==> config.mk <==
export PLATFORM = sky130hd
export DESIGN_NAME = reservation_station_flat
export DESIGN_NICKNAME = d
export VERILOG_FILES = /design/src/rtl/reservation_station_if.sv /design/src/rtl/reservation_station.sv /design/src/flat_wrapper.sv
export SDC_FILE = /design/constraint.sdc
export NUM_CORES = 2
export LEC_CHECK = 0
export BUFFER_PORTS_ARGS = -buffer_cell sky130_fd_sc_hd__buf_2
export CORE_MARGIN = 2
export CORE_UTILIZATION = 40
export DETAILED_ROUTE_END_ITERATION = 12
export PLACE_DENSITY = 0.61
export SYNTH_ARGS = -nofsm -noshare
export SYNTH_HDL_FRONTEND = slang
export SYNTH_SLANG_ARGS = --single-unit
==> constraint.sdc <==
create_clock -name clk -period 2.15 [get_ports clk]
set_input_delay 0 -clock clk [delete_from_list [all_inputs] [get_ports clk]]
set_output_delay 0 -clock clk [all_outputs]
set_load 0.01 [all_outputs]
==> src/rtl/reservation_station_if.sv <==
// Dispatch, result-broadcast and ALU-issue bundle of the arithmetic reservation station.
// The producer side (dispatch, ALU/LSB broadcasts, ALU consumer) uses master; the station uses slave.
interface reservation_station_if #(
  parameter int ROB_ID_WIDTH = 3,
  parameter int OP_WIDTH     = 7,
  parameter int VAL_WIDTH    = 32,
  parameter int ADDR_WIDTH   = 32
);
  localparam int TAG_W = ROB_ID_WIDTH + 1;

  logic                  issue_valid;
  logic [OP_WIDTH-1:0]   issue_type;
  logic [VAL_WIDTH-1:0]  issue_v1;
  logic [VAL_WIDTH-1:0]  issue_v2;
  logic                  issue_q1_busy;
  logic                  issue_q2_busy;
  logic [TAG_W-1:0]      issue_q1;
  logic [TAG_W-1:0]      issue_q2;
  logic [TAG_W-1:0]      issue_entry;
  logic [ADDR_WIDTH-1:0] issue_pc;
  logic                  rs_full;

  logic                  alu_ready;
  logic [TAG_W-1:0]      alu_entry;
  logic [VAL_WIDTH-1:0]  alu_val;
  logic                  lsb_ready;
  logic [TAG_W-1:0]      lsb_entry;
  logic [VAL_WIDTH-1:0]  lsb_val;

  // "type" is a reserved word, so the issued op-type travels as op_type.
  logic                  execute;
  logic [OP_WIDTH-1:0]   op_type;
  logic [VAL_WIDTH-1:0]  val1;
  logic [VAL_WIDTH-1:0]  val2;
  logic [TAG_W-1:0]      entry;
  logic [ADDR_WIDTH-1:0] nowPC;

  modport master (
    output issue_valid, issue_type, issue_v1, issue_v2, issue_q1_busy, issue_q2_busy,
           issue_q1, issue_q2, issue_entry, issue_pc,
           alu_ready, alu_entry, alu_val, lsb_ready, lsb_entry, lsb_val,
    input  rs_full, execute, op_type, val1, val2, entry, nowPC
  );

  modport slave (
    input  issue_valid, issue_type, issue_v1, issue_v2, issue_q1_busy, issue_q2_busy,
           issue_q1, issue_q2, issue_entry, issue_pc,
           alu_ready, alu_entry, alu_val, lsb_ready, lsb_entry, lsb_val,
    output rs_full, execute, op_type, val1, val2, entry, nowPC
  );
endinterface

==> src/rtl/reservation_station.sv <==
// Integer-ALU reservation station: holds renamed instructions, wakes operands from the
// ALU/LSB broadcasts and issues the lowest-index ready slot to the ALU each cycle.
module reservation_station #(
  parameter int RS_SIZE      = 8,
  parameter int ROB_ID_WIDTH = 3,
  parameter int OP_WIDTH     = 7,
  parameter int VAL_WIDTH    = 32,
  parameter int ADDR_WIDTH   = 32
) (
  input  logic               clk,
  input  logic               rst_in,
  input  logic               rdy_in,
  input  logic               flush,
  reservation_station_if.slave bus
);
  localparam int TAG_W = ROB_ID_WIDTH + 1;
  localparam int IDX_W = $clog2(RS_SIZE);

  logic [RS_SIZE-1:0]    busy;
  logic [RS_SIZE-1:0]    q1_busy;
  logic [RS_SIZE-1:0]    q2_busy;
  logic [OP_WIDTH-1:0]   op_q  [RS_SIZE];
  logic [VAL_WIDTH-1:0]  v1_q  [RS_SIZE];
  logic [VAL_WIDTH-1:0]  v2_q  [RS_SIZE];
  logic [TAG_W-1:0]      q1_q  [RS_SIZE];
  logic [TAG_W-1:0]      q2_q  [RS_SIZE];
  logic [TAG_W-1:0]      ent_q [RS_SIZE];
  logic [ADDR_WIDTH-1:0] pc_q  [RS_SIZE];

  logic                  free_found;
  logic [IDX_W-1:0]      free_idx;
  logic                  rdy_found;
  logic [IDX_W-1:0]      rdy_idx;
  logic [VAL_WIDTH-1:0]  ins_v1;
  logic [VAL_WIDTH-1:0]  ins_v2;
  logic                  ins_q1_busy;
  logic                  ins_q2_busy;

  assign bus.rs_full = &busy;

  // Descending scans leave the lowest matching index selected.
  always_comb begin
    free_found = 1'b0;
    free_idx   = '0;
    rdy_found  = 1'b0;
    rdy_idx    = '0;
    for (int i = RS_SIZE - 1; i >= 0; i--) begin
      if (!busy[i]) begin
        free_found = 1'b1;
        free_idx   = IDX_W'(i);
      end
      if (busy[i] && !q1_busy[i] && !q2_busy[i]) begin
        rdy_found = 1'b1;
        rdy_idx   = IDX_W'(i);
      end
    end
  end

  // Operands arriving with a tag that is broadcast in the same cycle are stored ready.
  always_comb begin
    ins_v1      = bus.issue_v1;
    ins_q1_busy = bus.issue_q1_busy;
    ins_v2      = bus.issue_v2;
    ins_q2_busy = bus.issue_q2_busy;
    if (bus.issue_q1_busy) begin
      if (bus.alu_ready && bus.issue_q1 == bus.alu_entry) begin
        ins_v1      = bus.alu_val;
        ins_q1_busy = 1'b0;
      end else if (bus.lsb_ready && bus.issue_q1 == bus.lsb_entry) begin
        ins_v1      = bus.lsb_val;
        ins_q1_busy = 1'b0;
      end
    end
    if (bus.issue_q2_busy) begin
      if (bus.alu_ready && bus.issue_q2 == bus.alu_entry) begin
        ins_v2      = bus.alu_val;
        ins_q2_busy = 1'b0;
      end else if (bus.lsb_ready && bus.issue_q2 == bus.lsb_entry) begin
        ins_v2      = bus.lsb_val;
        ins_q2_busy = 1'b0;
      end
    end
  end

  always_ff @(posedge clk or negedge rst_in) begin
    if (!rst_in) begin
      busy        <= '0;
      q1_busy     <= '0;
      q2_busy     <= '0;
      for (int i = 0; i < RS_SIZE; i++) begin
        op_q[i]  <= '0;
        v1_q[i]  <= '0;
        v2_q[i]  <= '0;
        q1_q[i]  <= '0;
        q2_q[i]  <= '0;
        ent_q[i] <= '0;
        pc_q[i]  <= '0;
      end
      bus.execute <= 1'b0;
      bus.op_type <= '0;
      bus.val1    <= '0;
      bus.val2    <= '0;
      bus.entry   <= '0;
      bus.nowPC   <= '0;
    end else if (flush) begin
      busy        <= '0;
      bus.execute <= 1'b0;
    end else if (rdy_in) begin
      for (int i = 0; i < RS_SIZE; i++) begin
        if (busy[i] && q1_busy[i]) begin
          if (bus.alu_ready && q1_q[i] == bus.alu_entry) begin
            v1_q[i]    <= bus.alu_val;
            q1_busy[i] <= 1'b0;
          end else if (bus.lsb_ready && q1_q[i] == bus.lsb_entry) begin
            v1_q[i]    <= bus.lsb_val;
            q1_busy[i] <= 1'b0;
          end
        end
        if (busy[i] && q2_busy[i]) begin
          if (bus.alu_ready && q2_q[i] == bus.alu_entry) begin
            v2_q[i]    <= bus.alu_val;
            q2_busy[i] <= 1'b0;
          end else if (bus.lsb_ready && q2_q[i] == bus.lsb_entry) begin
            v2_q[i]    <= bus.lsb_val;
            q2_busy[i] <= 1'b0;
          end
        end
      end

      // The free slot is never the dispatched slot, so both writes can coexist.
      if (bus.issue_valid && free_found) begin
        busy[free_idx]    <= 1'b1;
        op_q[free_idx]    <= bus.issue_type;
        v1_q[free_idx]    <= ins_v1;
        v2_q[free_idx]    <= ins_v2;
        q1_busy[free_idx] <= ins_q1_busy;
        q2_busy[free_idx] <= ins_q2_busy;
        q1_q[free_idx]    <= bus.issue_q1;
        q2_q[free_idx]    <= bus.issue_q2;
        ent_q[free_idx]   <= bus.issue_entry;
        pc_q[free_idx]    <= bus.issue_pc;
      end

      if (rdy_found) begin
        busy[rdy_idx] <= 1'b0;
        bus.execute   <= 1'b1;
        bus.op_type   <= op_q[rdy_idx];
        bus.val1      <= v1_q[rdy_idx];
        bus.val2      <= v2_q[rdy_idx];
        bus.entry     <= ent_q[rdy_idx];
        bus.nowPC     <= pc_q[rdy_idx];
      end else begin
        bus.execute   <= 1'b0;
      end
    end
  end
endmodule

==> src/flat_wrapper.sv <==
// flat-port wrapper written by rule: the top's interface ports become plain ports
module reservation_station_flat 
#(
  parameter int RS_SIZE      = 8,
  parameter int ROB_ID_WIDTH = 3,
  parameter int OP_WIDTH     = 7,
  parameter int VAL_WIDTH    = 32,
  parameter int ADDR_WIDTH   = 32
)
  (clk, rst_in, rdy_in, flush, bus_issue_valid, bus_issue_type, bus_issue_v1, bus_issue_v2, bus_issue_q1_busy, bus_issue_q2_busy, bus_issue_q1, bus_issue_q2, bus_issue_entry, bus_issue_pc, bus_alu_ready, bus_alu_entry, bus_alu_val, bus_lsb_ready, bus_lsb_entry, bus_lsb_val, bus_rs_full, bus_execute, bus_op_type, bus_val1, bus_val2, bus_entry, bus_nowPC);
  reservation_station_if #(.ROB_ID_WIDTH(ROB_ID_WIDTH), .OP_WIDTH(OP_WIDTH), .VAL_WIDTH(VAL_WIDTH), .ADDR_WIDTH(ADDR_WIDTH)) bus_i ();
  input  logic clk;
  input  logic rst_in;
  input  logic rdy_in;
  input  logic flush;
  input wire logic [$bits(bus_i.issue_valid)-1:0] bus_issue_valid;
  input wire logic [$bits(bus_i.issue_type)-1:0] bus_issue_type;
  input wire logic [$bits(bus_i.issue_v1)-1:0] bus_issue_v1;
  input wire logic [$bits(bus_i.issue_v2)-1:0] bus_issue_v2;
  input wire logic [$bits(bus_i.issue_q1_busy)-1:0] bus_issue_q1_busy;
  input wire logic [$bits(bus_i.issue_q2_busy)-1:0] bus_issue_q2_busy;
  input wire logic [$bits(bus_i.issue_q1)-1:0] bus_issue_q1;
  input wire logic [$bits(bus_i.issue_q2)-1:0] bus_issue_q2;
  input wire logic [$bits(bus_i.issue_entry)-1:0] bus_issue_entry;
  input wire logic [$bits(bus_i.issue_pc)-1:0] bus_issue_pc;
  input wire logic [$bits(bus_i.alu_ready)-1:0] bus_alu_ready;
  input wire logic [$bits(bus_i.alu_entry)-1:0] bus_alu_entry;
  input wire logic [$bits(bus_i.alu_val)-1:0] bus_alu_val;
  input wire logic [$bits(bus_i.lsb_ready)-1:0] bus_lsb_ready;
  input wire logic [$bits(bus_i.lsb_entry)-1:0] bus_lsb_entry;
  input wire logic [$bits(bus_i.lsb_val)-1:0] bus_lsb_val;
  output wire logic [$bits(bus_i.rs_full)-1:0] bus_rs_full;
  output wire logic [$bits(bus_i.execute)-1:0] bus_execute;
  output wire logic [$bits(bus_i.op_type)-1:0] bus_op_type;
  output wire logic [$bits(bus_i.val1)-1:0] bus_val1;
  output wire logic [$bits(bus_i.val2)-1:0] bus_val2;
  output wire logic [$bits(bus_i.entry)-1:0] bus_entry;
  output wire logic [$bits(bus_i.nowPC)-1:0] bus_nowPC;
  assign bus_i.issue_valid = bus_issue_valid;
  assign bus_i.issue_type = bus_issue_type;
  assign bus_i.issue_v1 = bus_issue_v1;
  assign bus_i.issue_v2 = bus_issue_v2;
  assign bus_i.issue_q1_busy = bus_issue_q1_busy;
  assign bus_i.issue_q2_busy = bus_issue_q2_busy;
  assign bus_i.issue_q1 = bus_issue_q1;
  assign bus_i.issue_q2 = bus_issue_q2;
  assign bus_i.issue_entry = bus_issue_entry;
  assign bus_i.issue_pc = bus_issue_pc;
  assign bus_i.alu_ready = bus_alu_ready;
  assign bus_i.alu_entry = bus_alu_entry;
  assign bus_i.alu_val = bus_alu_val;
  assign bus_i.lsb_ready = bus_lsb_ready;
  assign bus_i.lsb_entry = bus_lsb_entry;
  assign bus_i.lsb_val = bus_lsb_val;
  assign bus_rs_full = bus_i.rs_full;
  assign bus_execute = bus_i.execute;
  assign bus_op_type = bus_i.op_type;
  assign bus_val1 = bus_i.val1;
  assign bus_val2 = bus_i.val2;
  assign bus_entry = bus_i.entry;
  assign bus_nowPC = bus_i.nowPC;
  reservation_station #(.RS_SIZE(RS_SIZE), .ROB_ID_WIDTH(ROB_ID_WIDTH), .OP_WIDTH(OP_WIDTH), .VAL_WIDTH(VAL_WIDTH), .ADDR_WIDTH(ADDR_WIDTH)) u_core (.clk(clk), .rst_in(rst_in), .rdy_in(rdy_in), .flush(flush), .bus(bus_i));
endmodule
Word-level counts from Yosys, hierarchy flattened --
Cells that the tools add are included.
Operators by class: mux-type cells 251, bitwise logic cells 6, equal/unequal tests 36, magnitude comparators 7, reductions and logical operators 93
Operators with widths (count):
- 32-bit two-way mux | 93
- 256-bit bitwise mux | 3
- 256-bit two-way mux | 2
- 32-bit binary-select mux with 3-bit select | 3
- 4-bit == test | 36
- 1-bit two-way mux | 107
- 32-bit bitwise mux | 3
- 32-bit demux with 3-bit select | 1
- 1-bit logical AND | 72
- 8-bit two-way mux | 8
- 56-bit bitwise mux | 1
- 3-bit two-way mux | 16
- 7-bit binary-select mux with 3-bit select | 1
- 7-bit demux with 3-bit select | 1
- 7-bit two-way mux | 3
- 8-bit bitwise mux | 2
- 1-bit zero test | 16
- 4-bit binary-select mux with 3-bit select | 1
- 4-bit demux with 3-bit select | 1
- 4-bit two-way mux | 3
- 8-bit AND | 1
- 4-bit >= comparator, second input constant | 2
- 3-bit by 4-bit < comparator with 1-bit output, second input constant | 2
- 3-bit NOT with 4-bit output | 2
- 10 further kinds | 13
Word-level totals: output and inout bits 109, input bits 196, bits in registers 1052, logic and storage cells 458

Longest topological paths before layout --
depth after elaboration 20, depth in mapped cells 12, depth with buffers taken out 7

Worst setup path before layout --
OpenSTA, ideal clock, no wires.
kind reg-to-reg, start register u_core.busy[3], end register u_core.bus.nowPC[1], cell stages (with the launch flop) 11, period minus slack after synthesis 2.332 ns, required time 2.024 ns, buffers on the path 3, data arrival time 2.206 ns, setup slack -0.182 ns, cells stage by stage dfrtp_1 buf_4 or3b_1 buf_4 o311a_1 o21ai_4 nand2_2 buf_2 a221oi_1 nor2_1 o32a_1
On the way: word-level cells in the longest chain between the ends 10, elaborated cells between the ends (all ways) 15, classes of those cells 11 x mux; 1 x bitwise; 3 x reduce/logical
Ends and longest elaborated chain:
- from (decl) | line reservation_station.sv:19 | logic [RS_SIZE-1:0] busy;
- from (signal assigned) | line reservation_station.sv:87 | busy <= '0;
- from (signal assigned) | line reservation_station.sv:106 | busy <= '0;
- from (signal, indexed assignment) | line reservation_station.sv:132 | busy[free_idx] <= 1'b1;
- 1-bit logical AND (*) (2 in series) | line reservation_station.sv:52 | if (busy[i] && !q1_busy[i] && !q2_busy[i]) begin
- 3-bit two-way mux (4 in series) | line reservation_station.sv:52
- 3-bit NOT with 4-bit output (not written as such) | line reservation_station.sv:151 | bus.nowPC <= pc_q[rdy_idx];
- 32-bit binary-select mux with 3-bit select | line reservation_station.sv:151
- 32-bit two-way mux (not written as such) (2 in series) | line reservation_station.sv:151
- to (signal assigned) | line reservation_station.sv:151
- to (decl) | line reservation_station_if.sv:49 | output rs_full, execute, op_type, val1, val2, entry, nowPC
Mark *: on every way between the ends. The rest lies on a longest branch, timed or not. The select of a mux whose other input is x is not followed. A chain may end at the register's enable or synchronous reset.

Final worst setup path --
start register u_core.q2_busy[6], end register u_core.bus.nowPC[9]
On the way: word-level cells in the longest chain between the ends 13, elaborated cells between the ends (all ways) 21, classes of those cells 17 x mux; 1 x bitwise; 3 x reduce/logical
Ends and longest elaborated chain:
- from (decl) | line reservation_station.sv:21 | logic [RS_SIZE-1:0] q2_busy;
- from (signal, indexed assignment) | line reservation_station.sv:137 | q2_busy[free_idx] <= ins_q2_busy;
- 1-bit zero test (*) | line reservation_station.sv:52
- 1-bit logical AND (*) | line reservation_station.sv:52
- 3-bit two-way mux (7 in series) | line reservation_station.sv:52
- 3-bit NOT with 4-bit output (not written as such) | line reservation_station.sv:151
- 32-bit binary-select mux with 3-bit select | line reservation_station.sv:151
- 32-bit two-way mux (not written as such) (2 in series) | line reservation_station.sv:151
Marked as above.

==> summary.txt <==
Timing
  – Fin. Hold Viols: 0
  – RSZ-0062 raised after global routing: true
  – Period utilization: 115.0%
  – Tmin final: 2.473 ns
  – Setup TNS: -39.63 ns
  – Worst slew margin: 54.05%
  – Slew at the pin with the worst max-slew slack: 0.6892 ns
  – Top achievable clock speed: 404.4 MHz
  – Final worst slack: -0.3231 ns
  – Max Slew Vio Count: 0
  – Count of final setup violators: 377
  – Worst clock skew: 0.04510 ns

Setup path
  – CP startpoint kind: register
  – Worst R2R End: u_core.bus.nowPC[9]
  – CP endpoint: u_core.bus.nowPC[9]
  – CP Max Fanout: 7
  – Buf+Inv Stages, Crit Path: 3
  – Reg2Reg Launch Point: u_core.q2_busy[6]
  – Worst Path Required: 2.81 ns
  – WS Path Type: reg -> reg
  – CP top delay family: compound AO/OA/AOI/OAI gates
  – CP startpoint: u_core.q2_busy[6]
  – WP depth: 9
  – CP Cell Sequence: nor3b_4 > o311ai_1 > buf_4 > a21oi_4 > buf_6 > buf_12 > mux2i_4 > o221ai_1 > o22a_1
  – Flop2flop setup slack: -0.32 ns
  – CP Capture Type: register
  – Critical path's slowest cell: dfrtp_1
  – Critical Path AT: 3.13 ns
  – Max incr delay on CP: 0.42 ns
  – Cells on worst reg2reg path: 9

Die
  – Die area: 146500 um^2
  – # IOs: 305
  – Starting density of the core: 40.42%
  – Core area: 141900 um^2
  – Row count: 138
  – Die H: 382.7 um
  – Die X-Extent: 382.7 um

Route
  – Residual DRC: 0
  – Initial drt markers: 8359
  – Vias/cell: 6.438
  – Final wirelength: 278900 um
  – ANT nets after route: 0
  – TritonRoute pass-1 iters: 10
  – Routed via count: 58.62k
  – WL per Instance: 30.63 um

Power and ir drop
  – Peak supply drop: 0.0007366 V
  – P_leak: 0.03417 uW
  – Pwr per Cell Area: 705.8 nW/um^2
  – Pwr Total: 52810 uW

Clocking
  – CTS root buffer: clkbuf_16
  – CTS buffer count: 116
  – H-tree Lvls: 3
  – Clk buf depth: 3
  – Clk slew on worst S/H paths: 0.06 ns
  – Clock Latency Late Sink: 0.80 ns
  – Clock sinks: 1052
  – CTS tree: yes

Yosys
  – Netlist Area Pre-Place: 57370 um^2
  – Mapped Avg Cell Area: 8.928 um^2
  – Async set-reset flop share out of synthesis: 100.0%
  – Register area share after synthesis: 45.89%
  – Synth Warn #: 0
  – Synth top area share: 45.89%
  – Top post-synthesis cells by count: nand2_1, dfrtp_1, clkbuf_1, mux2i_1, a21oi_1
  – Number of synthesized register bits: 1052
  – EDFF count, synth: 0
  – Mapped Nets: 6622
  – Distinct cells, synth: 79
  – Area contributors post-synth: dfrtp_1, nand2_1, mux2i_1
  – Synth Flop Type: dfrtp_1
  – Largest area contributor in the netlist: dfrtp_1
  – Most frequent cell after synthesis: nand2_1
  – Post-Synthesis Cells: 6426

Placement
  – Gpl congestion: 0.9694
  – # port buffers: 304
  – DP Wirelength: 173700 um
  – Cell count after placement: 8633

Min path
  – Worst hold path type: in -> reg
  – Hold Crit Depth: 4

GRT
  – First-pass GRT wire length: 393400 um
  – Total track usage: 36.16%
  – Pin count of the biggest net entering global routing: 75
  – Initial antenna violation count: 25
  – Vias in the first global route: 56.91k
  – Total gr overflow: 0

Final layout
  – Fin cells: 9104
  – Filler cells: 12.75k
  – Final net count: 7306
  – Layout cells sized above 1: 23.73%
  – Synth-to-Final Area Change: 30.43%

Job
  – Max-cap violations: 0

Outcome
  – Status: finished with violations
  – Failing checks: setup timing
[worst register-to-register path, cell delays in order (launching register included)]
cell,delay [ns]
dfrtp_1,0.42
nor3b_4,0.31
o311ai_1,0.16
buf_4,0.20
a21oi_4,0.25
buf_6,0.19
buf_12,0.18
mux2i_4,0.30
o221ai_1,0.15
o22a_1,0.19
[metrics by stage]
| step | setup WS, ns | hold slack, ns | instance area (um^2) | utilization [%] |
|---|---|---|---|---|
| after global routing | -0.3990 | 0.07761 | 74810 | 52.71 |
| after detailed placement | -0.4288 | 0.07217 | 66560 | 46.89 |
| after floorplan | -0.1722 | -0.2956 | 57470 | - |
| after CTS | -0.2634 | 0.03114 | 73060 | 51.48 |
| final | -0.3231 | 0.07153 | 74830 | 52.72 |
| after global placement | -0.4113 | 0.07248 | 66560 | 46.89 |
[power breakdown]
part	switching, uW	total [uW]	leakage (uW)	internal, uW
Combinational	5030	8880	0.0185	3850
Sequential	1690	23400	0.0138	21700
Clock	8980	20500	0.00187	11500
[per-layer routing]
| layer | part of all wire [%] | vias to the layer above | wire length [um] | GRT usage, % |
|---|---|---|---|---|
| met5 | 0.089 | - | 247 | 0 |
| met4 | 7.5 | 36 | 20980 | 21.70 |
| met3 | 13 | 1139 | 35330 | 10.33 |
| met2 | 43 | 4436 | 119800 | 54.51 |
| met1 | 37 | 28750 | 102500 | 46.01 |
| li1 | - | 24260 | - | - |
[cells in the final DEF, fill, tap and decap left out, types with 31 or more instances in the layout]
cell           Yosys  final
nand2_1         1783   1769
mux2i_1          396    380
a22oi_1          137    118
xnor2_1           60     57
nor3_1            91     84
dfrtp_1         1052   1051
a221o_1           32     32
o221a_2           85     85
o221ai_1         187    181
o211ai_1          40     40
buf_2            136    303
buf_4             56    512
a21oi_1          333    323
a22o_1            31     31
nor2_1           286    263
a221oi_2          20    125
buf_12             0    216
xor2_1            82     82
nand2b_1          39     36
inv_1             63     63
o21ai_0          172    168
nand3_1           85     83
a221oi_1         258    148
o22ai_1           49     49
clkbuf_16          0    136
clkbuf_1         462     31
o22a_1            81     81
dlygate4sd3_1      0    186
[state kept, by name, summed over array words and instances (netlist names)]
signal              count
u_core.bus.entry        4
u_core.bus.execute      1
u_core.bus.nowPC       32
u_core.bus.op_type      7
u_core.bus.val1        32
u_core.bus.val2        32
u_core.busy             8
u_core.ent_q           32
u_core.op_q            56
u_core.pc_q           256
u_core.q1_busy          8
u_core.q1_q            32
u_core.q2_busy          8
u_core.q2_q            32
u_core.v1_q           256
u_core.v2_q           256
[final cells by class]
cell class	count	area [um^2]	area share, %
tap	1890	2365	3.160
antenna	9	22.52	0.03010
clock buffer	169	3322	4.440
multi-input combinational	4598	29360	39.24
timing repair buffer	1277	12700	16.97
inverter	65	244.0	0.3261
clock inverter	44	486.7	0.6505
sequential	1052	26330	35.18
[how the worst min path moves through the flow]
stage / from / end / slack, ns
after floorplan: rst_in / u_core.bus.entry[0] / -0.30
after global placement: rst_in / u_core.v2_q[187] / 0.07
after detailed placement: rst_in / u_core.bus.val2[29] / 0.07
after CTS: bus_issue_pc[12] / u_core.pc_q[140] / 0.03
after global routing: bus_issue_pc[14] / u_core.pc_q[110] / 0.08
final: bus_issue_pc[12] / u_core.pc_q[140] / 0.07
[repair_timing]
action | CTS | global route
gates cloned | 6 | 20
setup endpoints to repair | 575 | 696
hold endpoints to repair | 1881 | 0
hold buffers | 187 | 0
setup buffers | 8 | 30
resized for setup | 107 | 180
pin swaps | 26 | 30
[kinds of logic (layout without fill, tap and decap cells)]
| family | Yosys count | after routing | synth area share, % |
|---|---|---|---|
| AND/OR/NAND/NOR | 2409 | 2409 | 17.02 |
| flip-flops | 1052 | 1052 | 45.89 |
| multiplexers | 421 | 421 | 7.400 |
| XOR/XNOR | 142 | 142 | 2.168 |
| AO/OA/AOI/OAI | 1626 | 1626 | 21.60 |
| other | 0 | 9 | 0 |
| buffers and inverters | 776 | 1555 | 5.928 |
(Power assumes the default switching activity.)
